`config.mk`:
```
export PLATFORM = sky130hd
export DESIGN_NAME = alu_arbiter
export DESIGN_NICKNAME = d
export VERILOG_FILES = /design/src/rtl/alu_pkg.sv /design/src/rtl/rr_arbiter_2.sv /design/src/rtl/alu_arbiter.sv
export SDC_FILE = /design/constraint.sdc
export NUM_CORES = 1
export LEC_CHECK = 0
export CELL_PAD_IN_SITES_DETAIL_PLACEMENT = 0
export CELL_PAD_IN_SITES_GLOBAL_PLACEMENT = 2
export CORE_AREA = 4 4 209 211
export DETAILED_ROUTE_END_ITERATION = 8
export DIE_AREA = 0 0 213 215
export GPL_ROUTABILITY_DRIVEN = 0
export GPL_TIMING_DRIVEN = 0
export PLACE_DENSITY_LB_ADDON = 0.15
export SETUP_SLACK_MARGIN = 0.15
export SLEW_MARGIN = 0
export SYNTH_ARGS = -nofsm -noshare
export SYNTH_HDL_FRONTEND = slang
export SYNTH_HIERARCHICAL = 1
export SYNTH_SLANG_ARGS = --single-unit
export TNS_END_PERCENT = 5
```
`constraint.sdc`:
```
create_clock -name clk -period 3.92 [get_ports clk]
set_input_delay 0.784 -clock clk [delete_from_list [all_inputs] [get_ports clk]]
set_output_delay 0.784 -clock clk [all_outputs]
set_load 0.01 [all_outputs]
```
`src/rtl/alu_pkg.sv`:
```
// Shared definitions for the ALU arbiter: operation codes, legality check, FSM states.
package alu_pkg;

  localparam logic [3:0] OP_AND   = 4'b0000;
  localparam logic [3:0] OP_OR    = 4'b0001;
  localparam logic [3:0] OP_ADD   = 4'b0010;
  localparam logic [3:0] OP_SUB   = 4'b0110;
  localparam logic [3:0] OP_PASSB = 4'b0111;
  localparam logic [3:0] OP_NOR   = 4'b1100;

  typedef enum logic [1:0] {
    ST_IDLE = 2'd0,
    ST_EXEC = 2'd1,
    ST_RESP = 2'd2
  } state_t;

  function automatic logic op_legal(input logic [3:0] op);
    case (op)
      OP_AND, OP_OR, OP_ADD, OP_SUB, OP_PASSB, OP_NOR: op_legal = 1'b1;
      default:                                         op_legal = 1'b0;
    endcase
  endfunction

endpackage

```
`src/rtl/rr_arbiter_2.sv`:
```
// Two-way round-robin grant: on a tie the requester that was not granted last wins.
module rr_arbiter_2 (
  input  logic [1:0] req,
  input  logic       last,
  output logic [1:0] grant
);

  always_comb begin
    grant = req;
    if (req == 2'b11) grant = last ? 2'b01 : 2'b10;
  end

endmodule

```
`src/rtl/alu_arbiter.sv`:
```
// Arbitrates two requesters onto one shared external ALU, one operation in flight,
// holding the ALU inputs for LATENCY cycles before capturing the result.
module alu_arbiter
  import alu_pkg::*;
#(
  parameter int LATENCY = 1
) (
  input  logic          clk,
  input  logic          rst_n,
  input  logic [1:0]    req_valid,
  output logic [1:0]    req_ready,
  input  logic [7:0]    req_op,
  input  logic [127:0]  req_a,
  input  logic [127:0]  req_b,
  output logic          rsp_valid,
  input  logic          rsp_ready,
  output logic          rsp_id,
  output logic [63:0]   rsp_result,
  output logic          rsp_zero,
  output logic          rsp_err,
  output logic [3:0]    alu_operation,
  output logic [63:0]   alu_i0,
  output logic [63:0]   alu_i1,
  input  logic [63:0]   alu_out,
  input  logic          alu_zero,
  output logic          busy
);

  localparam logic [3:0] LAT_M1 = 4'(LATENCY - 1);

  state_t      state;
  logic        last;
  logic [3:0]  cnt;
  logic [1:0]  grant;
  logic        hs;
  logic        sel;
  logic [3:0]  sel_op;
  logic [63:0] sel_a;
  logic [63:0] sel_b;

  rr_arbiter_2 u_rr (
    .req   (req_valid),
    .last  (last),
    .grant (grant)
  );

  // Gated by rst_n so every output reads 0 while reset is held.
  assign req_ready = (state == ST_IDLE && rst_n) ? grant : 2'b00;
  assign hs        = |(req_valid & req_ready);
  assign sel       = req_ready[1];
  assign sel_op    = sel ? req_op[7:4]   : req_op[3:0];
  assign sel_a     = sel ? req_a[127:64] : req_a[63:0];
  assign sel_b     = sel ? req_b[127:64] : req_b[63:0];
  assign rsp_valid = (state == ST_RESP);
  assign busy      = (state != ST_IDLE);

  always_ff @(posedge clk or negedge rst_n) begin
    if (!rst_n) begin
      state         <= ST_IDLE;
      last          <= 1'b1;
      cnt           <= '0;
      alu_operation <= '0;
      alu_i0        <= '0;
      alu_i1        <= '0;
      rsp_id        <= 1'b0;
      rsp_result    <= '0;
      rsp_zero      <= 1'b0;
      rsp_err       <= 1'b0;
    end else begin
      case (state)
        ST_IDLE: if (hs) begin
          last   <= sel;
          rsp_id <= sel;
          if (op_legal(sel_op)) begin
            alu_operation <= sel_op;
            alu_i0        <= sel_a;
            alu_i1        <= sel_b;
            cnt           <= LAT_M1;
            state         <= ST_EXEC;
          end else begin
            // Illegal ops bypass the ALU entirely; its drive registers stay as they were.
            rsp_err    <= 1'b1;
            rsp_result <= '0;
            rsp_zero   <= 1'b0;
            state      <= ST_RESP;
          end
        end
        ST_EXEC: if (cnt == 4'd0) begin
          rsp_result <= alu_out;
          rsp_zero   <= alu_zero;
          rsp_err    <= 1'b0;
          state      <= ST_RESP;
        end else begin
          cnt <= cnt - 4'd1;
        end
        ST_RESP: if (rsp_ready) state <= ST_IDLE;
        default: state <= ST_IDLE;
      endcase
    end
  end

endmodule

```
==> metrics.csv <==
metric,value,unit
fin_cells,1915,
synth_nets,1122,
hold_viol_final,0,
io-pin-count,537,
grt_pass1_wl,57100,µm
drive_above_1_share,6.20,%
worst_slew_pin_slew,0.781,ns
r2r_cells,8,
fin_nets,1690,
synthArstFlopShare,100,%
status,"finished, final reports clean",
grt_usage,16.5,%
root_buffer,clkbuf_16,
grt_max_degree,101,
cp.arrival,2.88,ns
wire_per_inst,21.0,µm
ys_seq_area_share,57.4,%
cts_buffer_depth,3,
cts_tree,yes,
reg2reg_to,rsp_result[61]$_DFFE_PN0P_,
powerDensity,665,nW/µm²
irDropWorstVdd,0.305,mV
cts.hold.buffers_added,0,
via_per_inst,4.24,
n_fill_cell,4138,
leakagePower,6.72,nW
drtIter0Drc,241,
synth_edf_count,0,
rsz0062_at_grt,no,
maxSlewViolCount,0,
core,41800,µm²
setup_viol,0,
worstSetupStartpointType,input pin,
crit_fanout,10,
first_pass_iters,5,
rrSetupSlack,1.43,ns
min_period,3.66,ns
chipHeight,215,µm
drt-total-wl,40200,µm
cap_violations,0,
multi_input_comb_area,3430,µm²
drcViolationCount,0,
path_class,input pin to output pin,
final.period_utilization,93.4,%
synth_seq_cells,206,
cts_made_buffers,27,
insertion_delay,0.55,ns
dp.cells,1862,
r2r-start,cnt[0]$_DFFE_PN0P_,
port_buffers,536,
drtAntennaViolNets,0,
synthDistinctLibCells,37,
required,3.14,ns
finClkSkew,0.0171,ns
hold_path_class,input pin to async pin,
yosys_warnings,6,
dieWidth,213,µm
syn_avg_cell_area,11.4,µm²
syn_to_final_growth,78.1,%
row_count,75,
post-dp-hpwl,31100,µm
cts.sinks,206,
fp.dieArea,45800,µm²
vias,8123,
syn-cell-area,8980,µm²
syn_inst,786,
synthFlopType,dfrtp_1,
htreeDepth,1,
clock.fmax,0.273,GHz
antenna_found_initial,5,
slew_headroom,47.9,%
grt_overflow_total,0,
grt_pass1_vias,8692,
postLayoutCoreUtil,38.3,%
cp-end-kind,output pin,
register_area,5160,µm²
start_util,21.5,%
clk_pin_slew_worst_paths,0.05,ns
==> worst max-delay path, cell delays in order <==
cell             delay [ns]
clkdlybuf4s50_1        0.53
a21boi_1               0.27
and4bb_1               0.22
buf_4                  0.21
buf_4                  0.27
clkdlybuf4s50_1        0.58
==> layer usage <==
metal / vias up / part of all wire [%] / global-route usage [%]
li1: 3916 / - / -
met1: 3841 / 39 / 19.3
met2: 320 / 49 / 28.6
met3: 42 / 9.7 / 6.13
met4: 4 / 1.8 / 4.02
met5: - / 0.055 / 0
==> cell families (layout without fill, tap and decap cells) <==
kind of cell | count (synthesis) | count (layout) | share of synthesized area [%]
buf+inv | 66 | 652 | 4.39
flops | 206 | 206 | 57.4
compound gates | 212 | 212 | 15.2
simple gates | 165 | 165 | 7.64
xor+xnor | 2 | 2 | 0.195
mux | 133 | 133 | 14.8
fa+ha+maj | 2 | 2 | 0.279
other cells | 0 | 4 | 0
==> how the worst max path moves through the flow <==
stage / slack (ns) / depth (start not counted) / endpoint / startpoint
after detailed placement: -0.52 / 6 / req_ready[1] / rst_n
final: 0.26 / 6 / req_ready[1] / req_valid[1]
after global routing: 0.17 / 6 / req_ready[1] / req_valid[1]
after CTS: 0.17 / 6 / req_ready[1] / req_valid[1]
after floorplan: 1.46 / 4 / req_ready[1] / req_valid[1]
after global placement: -8.99 / 9 / alu_i1[43]$_DFFE_PN0P_ / rst_n
==> per-stage QoR <==
stage          area, µm²  setup TNS, ns  power [mW]  hold slack [ns]  setup slack (ns)
6_report           16000              0        10.6            0.130             0.259
5_1_grt            16000              0        11.3            0.119             0.172
4_1_cts            15900              0        10.9            0.176             0.168
3_5_place_dp       15000          -3.58        8.36            0.470            -0.515
3_3_place_gp       15000       -3424.95        8.34            0.464             -8.99
2_1_floorplan       8980              0        5.35            0.460              1.46
==> placed cells by master (no fill, tap or decap), drive strengths merged, types with 2 or more instances in the layout <==
| master | instances |
|---|---|
| mux2i | 133 |
| nand2b | 3 |
| ha | 2 |
| dfrtp | 205 |
| or3b | 2 |
| nand2 | 138 |
| o21ai | 135 |
| clkdlybuf4s50 | 535 |
| o22ai | 3 |
| a21boi | 3 |
| clkbuf | 70 |
| xor2 | 2 |
| inv | 7 |
| nand4bb | 2 |
| nand3 | 4 |
| o211ai | 2 |
| nor2 | 9 |
| a21oi | 2 |
| buf | 37 |
| diode | 4 |
| a22o | 65 |
==> state kept, by name (all words and copies together), names as in the netlist <==
signal and flops:
state 2, alu_i0 64, rsp_zero 1, alu_operation 4
last 1, rsp_err 1, rsp_id 1, rsp_result 64
alu_i1 64, cnt 4
==> Yosys cell counts, types with 2 or more instances <==
cell,count,share of area [%]
xor2_1,2,0.20
a22o_1,65,6.3
o21ai_1,120,6.7
or3b_1,2,0.20
nand2b_1,3,0.21
o211ai_2,2,0.28
o21ai_0,15,0.84
dfrtp_1,205,57
nor2_1,9,0.38
buf_2,14,0.78
mux2i_1,133,15
a21oi_1,2,0.11
nand4bb_1,2,0.25
buf_6,14,1.8
buf_4,6,0.50
ha_1,2,0.28
nand3_1,4,0.22
nand2_1,138,5.8
clkbuf_1,24,1.0
inv_1,6,0.25
o22ai_1,2,0.14
==> power by group <==
part | internal, mW | switching [mW] | leakage [nW]
clock | 1.43 | 0.954 | 0.415
combinational | 2.58 | 2.10 | 3.66
sequential | 3.07 | 0.507 | 2.64
==> timing repair <==
item                       4_1_cts  5_1_grt
buffers inserted                 0        0
setup endpoints to repair        1        1
gates resized for setup          4        1
gates cloned                     1        1
==> cell type report <==
type                    instances  area share [%]
diodes                          4          0.0626
plain buffers                  60            2.36
clock buffers                  44            5.19
clock inverters                 3           0.133
inverters                       6           0.141
multi-input cells             514            21.4
flip-flops and latches        206            32.3
well taps                     539            4.22
repair buffers                539            34.2
(Power assumes the default switching activity.)
